===== config.mk =====
export PLATFORM = sky130hd
export DESIGN_NAME = adc_scan_arbiter
export DESIGN_NICKNAME = d
export VERILOG_FILES = /design/src/rtl/adc_scan_arbiter_pkg.sv /design/src/rtl/adc_scan_arbiter_rr_arbiter.sv /design/src/rtl/adc_scan_arbiter.sv
export SDC_FILE = /design/constraint.sdc
export NUM_CORES = 1
export LEC_CHECK = 0
export CAP_MARGIN = 20
export CORE_MARGIN = 1
export CORE_UTILIZATION = 54
export CTS_CLUSTER_DIAMETER = 100
export DETAILED_ROUTE_END_ITERATION = 6
export HOLD_SLACK_MARGIN = 0.15
export PLACE_DENSITY = 0.81
export SETUP_SLACK_MARGIN = 0.1
export SYNTH_ARGS = -nofsm -noshare
export SYNTH_HDL_FRONTEND = slang
export SYNTH_SLANG_ARGS = --single-unit

===== constraint.sdc =====
create_clock -name clk -period 3.4 [get_ports clk]
set_input_delay 0.68 -clock clk [delete_from_list [all_inputs] [get_ports clk]]
set_output_delay 0.68 -clock clk [all_outputs]
set_load 0.1 [all_outputs]

===== src/rtl/adc_scan_arbiter_pkg.sv =====
// adc_scan_arbiter_pkg: shared FSM states, frame constants and command-bit helper
package adc_scan_arbiter_pkg;
  typedef enum logic [1:0] {IDLE, SETUP, SHIFT, GAP} state_e;
  localparam logic [4:0] FRAME_LEN = 5'd17;
  localparam logic [4:0] DATA_EDGE = 5'd8;
  localparam int RES_W = 10;
  // command bit driven during AD_CLK period b (1-based): start, sgl, D2, D1, D0, then zeros
  function automatic logic din_bit(input logic [4:0] b, input logic sgl, input logic [2:0] ch);
    return b == 5'd1 ? 1'b1 : b == 5'd2 ? sgl : b == 5'd3 ? ch[2] :
           b == 5'd4 ? ch[1] : b == 5'd5 ? ch[0] : 1'b0;
  endfunction
endpackage


===== src/rtl/adc_scan_arbiter_rr_arbiter.sv =====
// adc_scan_arbiter_rr_arbiter: combinational round-robin pick, search starts just after i_ptr
module adc_scan_arbiter_rr_arbiter #(
  parameter int NREQ = 4
) (
  input  logic [NREQ-1:0]         i_req,
  input  logic [$clog2(NREQ)-1:0] i_ptr,
  output logic [NREQ-1:0]         o_gnt
);
  localparam int PW = $clog2(NREQ);
  // scan farthest-first so the nearest requester after i_ptr wins
  always_comb begin
    o_gnt = '0;
    for (int k = NREQ; k >= 1; k--)
      if (i_req[PW'((int'(i_ptr) + k) % NREQ)]) o_gnt = NREQ'(1) << PW'((int'(i_ptr) + k) % NREQ);
  end
endmodule


===== src/rtl/adc_scan_arbiter.sv =====
// adc_scan_arbiter: round-robin shares one serial ADC among NREQ requesters, one 17-clock frame per grant
module adc_scan_arbiter
  import adc_scan_arbiter_pkg::*;
#(
  parameter int NREQ        = 4,
  parameter int SCLK_DIV    = 8,
  parameter int CS_HIGH_CYC = 16
) (
  input  logic                    clk,
  input  logic                    rst_n,
  input  logic [NREQ-1:0]         req,
  input  logic [3*NREQ-1:0]       req_ch,
  input  logic [NREQ-1:0]         req_sgl,
  output logic [NREQ-1:0]         gnt,
  output logic                    done,
  output logic [$clog2(NREQ)-1:0] done_id,
  output logic [RES_W-1:0]        result,
  output logic                    busy,
  output logic                    AD_CLK,
  output logic                    CS,
  output logic                    DIN,
  input  logic                    DOUT
);
  localparam int PW = $clog2(NREQ);
  localparam int DW = $clog2(SCLK_DIV);
  localparam int GW = $clog2(CS_HIGH_CYC);
  state_e r_state, w_next;
  logic [NREQ-1:0] r_gnt, w_gnt;
  logic [PW-1:0] r_ptr, w_gnt_idx, r_done_id;
  logic [2:0] r_ch;
  logic r_sgl, r_sclk, r_din, r_done, w_div_end, w_last;
  logic [DW-1:0] r_div;
  logic [4:0] r_bit;
  logic [GW-1:0] r_gap;
  logic [RES_W-1:0] r_sr, r_result;

  adc_scan_arbiter_rr_arbiter #(.NREQ(NREQ)) u_rr (.i_req(req), .i_ptr(r_ptr), .o_gnt(w_gnt));

  always_comb begin
    w_gnt_idx = '0;
    for (int i = 0; i < NREQ; i++)
      if (w_gnt[i]) w_gnt_idx = PW'(i);
  end

  assign w_div_end = r_div == DW'(SCLK_DIV - 1);
  assign w_last    = w_div_end && r_sclk && r_bit == FRAME_LEN;

  // the IDLE cycle counts toward the CS-high gap, so GAP itself lasts one cycle less
  always_comb begin
    w_next = r_state;
    case (r_state)
      IDLE:    w_next = |req ? SETUP : IDLE;
      SETUP:   w_next = w_div_end ? SHIFT : SETUP;
      SHIFT:   w_next = w_last ? GAP : SHIFT;
      default: w_next = r_gap == GW'(CS_HIGH_CYC - 2) ? IDLE : GAP;
    endcase
  end

  always_ff @(posedge clk or negedge rst_n)
    if (!rst_n) r_state <= IDLE;
    else        r_state <= w_next;

  always_ff @(posedge clk or negedge rst_n)
    if (!rst_n) begin
      r_gnt <= '0; r_ptr <= PW'(NREQ - 1); r_ch <= '0; r_sgl <= 1'b0;
      r_div <= '0; r_bit <= '0; r_gap <= '0; r_sclk <= 1'b0; r_din <= 1'b0;
      r_done <= 1'b0; r_done_id <= '0; r_sr <= '0; r_result <= '0;
    end else begin
      r_done <= 1'b0;
      r_div  <= (r_state == IDLE || w_div_end) ? '0 : r_div + 1'b1;
      r_gap  <= (r_state == GAP) ? r_gap + 1'b1 : '0;
      if (r_state == IDLE && w_next == SETUP) begin
        r_gnt <= w_gnt;
        r_ptr <= w_gnt_idx;
        r_ch  <= req_ch[3*int'(w_gnt_idx) +: 3];
        r_sgl <= req_sgl[w_gnt_idx];
        r_bit <= 5'd1;
        r_din <= 1'b1;
      end
      if (r_state == SETUP && w_div_end) r_sclk <= 1'b1;
      if (r_state == SHIFT) begin
        // first clk of each high half is the ADC's rising edge; data bits start at edge 8
        if (r_sclk && r_div == '0 && r_bit >= DATA_EDGE) r_sr <= {r_sr[RES_W-2:0], DOUT};
        if (w_last) begin
          r_sclk <= 1'b0; r_din <= 1'b0; r_gnt <= '0;
          r_done <= 1'b1; r_result <= r_sr; r_done_id <= r_ptr;
        end else if (w_div_end) begin
          r_sclk <= !r_sclk;
          if (r_sclk) begin
            r_bit <= r_bit + 5'd1;
            r_din <= din_bit(r_bit + 5'd1, r_sgl, r_ch);
          end
        end
      end
    end

  assign CS      = !(r_state == SETUP || r_state == SHIFT);
  assign busy    = r_state != IDLE;
  assign AD_CLK  = r_sclk;
  assign DIN     = r_din;
  assign gnt     = r_gnt;
  assign done    = r_done;
  assign done_id = r_done_id;
  assign result  = r_result;
endmodule

==> impl_metrics.ini, run 1 <==
[outcome]
run_status = finished, final reports clean

[clocking]
root_buffer = clkbuf_8
cts_tree = done
cts.sinks = 49
holdBufCountCts = 0
cts_resized = 0
path_clk_slew_ns = 0.09
numCtsBuffers = 5
cts-htree-levels = 2
clk_latency_ns = 0.30
post_cts_buffers = 0
clockBufferDepth = 2

[grt]
grt_pass1_vias = 2068
grt_pass1_wl_um = 9894
antenna_found_initial = 0
grt_usage = 0.2360
grt_max_degree = 49
grt_overflow = 0

[yosys]
async_flop_share = 1.000
ys_warn_count = 0
synth_seq_cells = 49
synth_fp_nets = 309
avgSynthCellArea_um2 = 10.70
synth_edf_count = 0
synth_cell_types = 47
synth_area_mm2 = 0.002866
synth_cells = 268
ys_seq_area_frac = 0.4286
synthFlopType = dfrtp_1

[detailed_routing]
drc_errors = 0
routed_wl_um = 6027
dr.pass1.iters = 4
drt_iter0_drc = 212
via_per_inst = 5.764
drtAntennaViolNets = 0
wl_per_cell_um = 15.82
num_vias = 2196

[timing]
post-route-period-util = 0.9110
fin_crit_ns = 3.097
clock.fmax_mhz = 322.8
fin_setup_tns_ns = 0
hold_violations = 0
fin_skew_ns = 0.009606
drv_slew = 0
worstMarginPinSlew_ns = 0.9853
max_slew_margin = 0.3411
rsz0062_at_grt = false
setup_violations = 0

[floorplanning]
die_h_um = 74.86
ios = 44
num_rows = 26
design.core.area_mm2 = 0.005107
start_util = 0.5612
die_w_um = 74.86
design.die.area_mm2 = 0.005604

[flow_run]
maxCapViolations = 0

[worst_setup_path]
critical_path.max_fanout = 16
setup.worst_path.end_class = register
worstSetupStartpointType = register
required_ns = 3.57
worstPathArrival_ns = 3.27
r2r_slack_ns = 0.30
crit_type = reg -> reg

[placement]
hpwl_um = 4284
postPlaceCellArea_mm2 = 0.003311
gp_congestion = 0.8907
numPortBuffers = 43

[worst_hold_path]
hp-class = in -> async

[pwr]
peakVddDrop_v = 0.0006967
power_density_mw_per_mm2 = 800.6
p_total_mw = 2.747
leakagePower_nw = 1.561

[finish]
stdcell_area_mm2 = 0.003431
nets = 351
area_growth_pct = 19.69
final_common_cell = dfrtp_1
final_cell_mix = dfrtp_1, clkdlybuf4s50_1, mux2_2
n_antenna_cell = 0
final_layout_size_suffix_gt1_frac = 0.1801
[state kept, by name (all words and copies together), names as in the netlist]
name	flops
r_bit	5
r_sr	10
done_id	2
r_ptr	2
r_sgl	1
r_state	2
result	10
AD_CLK	1
DIN	1
r_ch	3
r_div	3
done	1
gnt	4
r_gap	4
[area by class of cell]
cell class	instances	area, um2
inverters	16	60.06
multi-input cells	192	1516
flip-flops and latches	49	1229
well taps	70	87.58
repair buffers	46	437.9
fillers	395	1677
clock buffers	6	82.58
clock inverters	2	17.52
[worst paths after layout]
path                       startpoint  endpoint  depth (start not counted)
setup reg to reg             r_ptr[0]   r_ch[1]                          8
hold / removal                  rst_n  r_div[0]                          1
min in group clk             r_div[0]  r_div[0]                          1
max in group asynchronous       rst_n  r_ptr[0]                          3
setup / recovery             r_ptr[0]   r_ch[1]                          8
hold reg to reg              r_div[0]  r_div[0]                          1
[layer usage]
| layer | global-route usage | vias up | routed length (um) |
|---|---|---|---|
| met5 | 0 | - | 0 |
| met4 | 0.05241 | 0 | 60 |
| met3 | 0.06961 | 6 | 356 |
| met2 | 0.3584 | 74 | 2932 |
| met1 | 0.3368 | 1068 | 2678 |
| li1 | - | 1048 | - |
[cell usage after synthesis (2+ instances only)]
cell       number  share of area
a2111oi_0       4          0.012
a211oi_1        3         0.0079
a21oi_1         5         0.0087
a22oi_1         2         0.0052
a31oi_1         6          0.013
a41oi_1         2         0.0061
and2_1          4         0.0087
buf_2           4         0.0070
buf_6           2         0.0079
clkbuf_1        4         0.0052
dfrtp_1        47           0.41
dfstp_2         2          0.018
ha_1           18          0.079
inv_1          15          0.020
mux2_2         26           0.10
mux2i_1        10          0.035
mux4_2          3          0.024
nand2_1        17          0.022
nand2b_1        9          0.020
nand3_1         5         0.0087
nand4b_1        2         0.0061
nor2_1         19          0.025
nor2b_1         9          0.020
nor3b_1         4          0.010
o21a_1          6          0.016
o21ai_0         7          0.012
o21ai_1         2         0.0035
o22ai_1         3         0.0065
o31ai_1         6          0.016
xnor2_1         2         0.0061
xor2_1          4          0.012
[through the flow]
stage,instances,hold slack [ns],util,setup WS (ns)
after floorplan,268,0.3844,-,0.6168
after global placement,372,0.4453,0.6482,0.3458
after detailed placement,372,0.4625,0.6482,0.3013
after CTS,380,0.4760,0.6678,0.3736
after global routing,381,0.1986,0.6717,0.1326
final,381,0.2035,0.6717,0.3026
[worst max-delay path: stages, from the launching register on]
cell       delay (ns)
dfstp_2          0.72
inv_1            0.11
ha_1             0.42
mux2i_1          0.30
o22ai_1          0.15
a311o_1          0.44
mux2i_1          0.15
a2111oi_0        0.52
o31ai_1          0.16
[where the power goes]
part	switching (mW)	internal, mW	leakage [nW]
clock network	0.199	0.169	0.0518
logic	0.996	0.566	0.871
registers	0.115	0.701	0.639
total	1.31	1.44	1.56
[cell families after synthesis]
| group | count (synthesis) | share of synthesized area |
|---|---|---|
| mux | 39 | 0.1606 |
| compound gates | 55 | 0.1397 |
| fa+ha+maj | 18 | 0.07857 |
| flops | 49 | 0.4286 |
| xor+xnor | 6 | 0.01833 |
| buf+inv | 27 | 0.04233 |
| simple gates | 74 | 0.1318 |
No activity file was read; power rests on OpenSTA's default activity.
==> run 2, diff against run 1 <==
- PLACE_DENSITY: 0.81 -> not set
- PLACE_DENSITY_LB_ADDON: not set -> 0.12
==> run 2 against run 1 <==
Compared with the run above:
- clock skew decreased by 0.0015 ns
- largest power group unchanged
- critical path depth is 2 lower
- first-iteration DRC count shrank 74%
- register-to-register slack improved by 0.14 ns
- global-route usage fell by 2.2 points
- flip-flop and latch count is the same
==> impl_metrics.ini, run 2 (synthesized netlist as in run 1, its figures left out) <==
[timing]
setup_violations = 0
max_slew_margin = 0.3482
whs_ns = 0.2932
drv_slew = 0
fin_setup_tns_ns = 0
hold_violations = 0
fin_crit_ns = 2.955
post-route-period-util = 0.8690
fin_ws_ns = 0.4453
clock.fmax_mhz = 338.4
rsz0062_at_grt = false
fin_skew_ns = 0.008098
worstMarginPinSlew_ns = 0.9746

[floorplanning]
die_h_um = 74.86
design.die.area_mm2 = 0.005604
num_rows = 26
ios = 44
design.core.area_mm2 = 0.005107
die_w_um = 74.86
start_util = 0.5612

[clocking]
numCtsBuffers = 5
cts.sinks = 49
cts-htree-levels = 2
clk_latency_ns = 0.31
clockBufferDepth = 2
holdBufCountCts = 0
post_cts_buffers = 0
root_buffer = clkbuf_8
cts_resized = 0
cts_tree = done
path_clk_slew_ns = 0.09

[worst_setup_path]
r2r-start = r_ptr[1]
worstSetupStartpointType = register
required_ns = 3.57
path_cells = inv_1, ha_1, mux4_2, a221oi_2, nand2b_1, o31ai_1
setup.worst_path.end_class = register
crit_slowest_cell = mux4_2
critical_path.max_fanout = 18
crit_type = reg -> reg
r2r-end = r_ch[1]
reg2reg_depth = 6
worstPathArrival_ns = 3.13
r2r_slack_ns = 0.45
slowest_delay_ns = 0.71

[finish]
n_antenna_cell = 0
final_cell_mix = dfrtp_1, clkdlybuf4s50_1, mux2_2
final_layout_size_suffix_gt1_frac = 0.1736
post-route-util = 0.6700
multi_input_area_mm2 = 0.001516
n_fill_cell = 433
final_common_cell = dfrtp_1
nets = 351
area_growth_pct = 19.38
regArea_mm2 = 0.001229

[pwr]
leakagePower_nw = 1.550
p_total_mw = 2.708
power_density_mw_per_mm2 = 791.3
peakVddDrop_v = 0.0004651
seq_power_share = 0.290
switchingPower_mw = 1.287
p_int_mw = 1.421
combPwrFrac = 0.584
p_sw_frac = 0.4752
clockPowerShare = 0.126

[detailed_routing]
drc_errors = 0
via_per_inst = 5.556
dr.pass1.iters = 4
routed_wl_um = 5415
drt_iter0_drc = 56
drtAntennaViolNets = 0
num_vias = 2117
wl_per_cell_um = 14.21

[placement]
numPortBuffers = 43
place_ws_ns = 0.3539
gp_congestion = 0.8321
hpwl_um = 4004

[grt]
antenna_found_initial = 0
grt_max_degree = 50
grt_pass1_wl_um = 8935
grt_pass1_vias = 1978
grt_usage = 0.2139
grt_overflow = 0

[flow_run]
maxCapViolations = 0

[outcome]
run_status = finished, final reports clean

[worst_hold_path]
hp-class = in -> async
==> run 2: critical path: cells and delay by family, from the launching register on <==
kind                       cells  cell delay, ns
AOI/OAI and AO/OA              2            0.72
adders and majority gates      1            0.41
buffers and inverters          1            0.09
DFF                            1            0.63
muxes                          1            0.71
and+or+nand+nor                1            0.26
==> run 2: area by class of cell <==
type	instances	share of cell area
tap	70	0.02559
timing repair buffer	46	0.1287
multi-input combinational	192	0.4431
clock buffer	6	0.02121
inverter	16	0.01755
sequential	49	0.3591
clock inverter	2	0.004753
==> run 2: worst max-delay path by stage <==
stage	to	start	slack, ns
floorplan	r_ch[0]	r_ptr[0]	0.62
global placement	r_ch[2]	req[2]	0.41
detailed placement	r_sgl	req[2]	0.35
CTS	r_ch[2]	r_ptr[1]	0.47
global route	r_ch[2]	r_ptr[1]	0.20
finish	r_ch[1]	r_ptr[1]	0.45
==> run 2: metrics by stage <==
step,cells,area (um2)
6_report,381,3422
5_1_grt,381,3422
4_1_cts,380,3402
3_5_place_dp,372,3313
3_3_place_gp,372,3313
2_1_floorplan,268,2867
==> run 2: power groups by stage <==
stage	clock (mW)	sequential [mW]	combinational (mW)
after floorplan	0	0.993	1.08
after global placement	0	0.795	1.55
after detailed placement	0	0.798	1.57
after CTS	0.353	0.787	1.58
after global routing	0.374	0.801	1.73
final	0.342	0.785	1.58
==> run 2: layer usage <==
layer | share of wire | up-vias | global-route usage | wire, um
met2 | 0.45 | 52 | 0.3333 | 2463
met5 | 0 | - | 0 | 0
met3 | 0.043 | 11 | 0.03882 | 231
met4 | 0.022 | 0 | 0.08805 | 118
met1 | 0.48 | 1010 | 0.2968 | 2602
li1 | - | 1044 | - | -
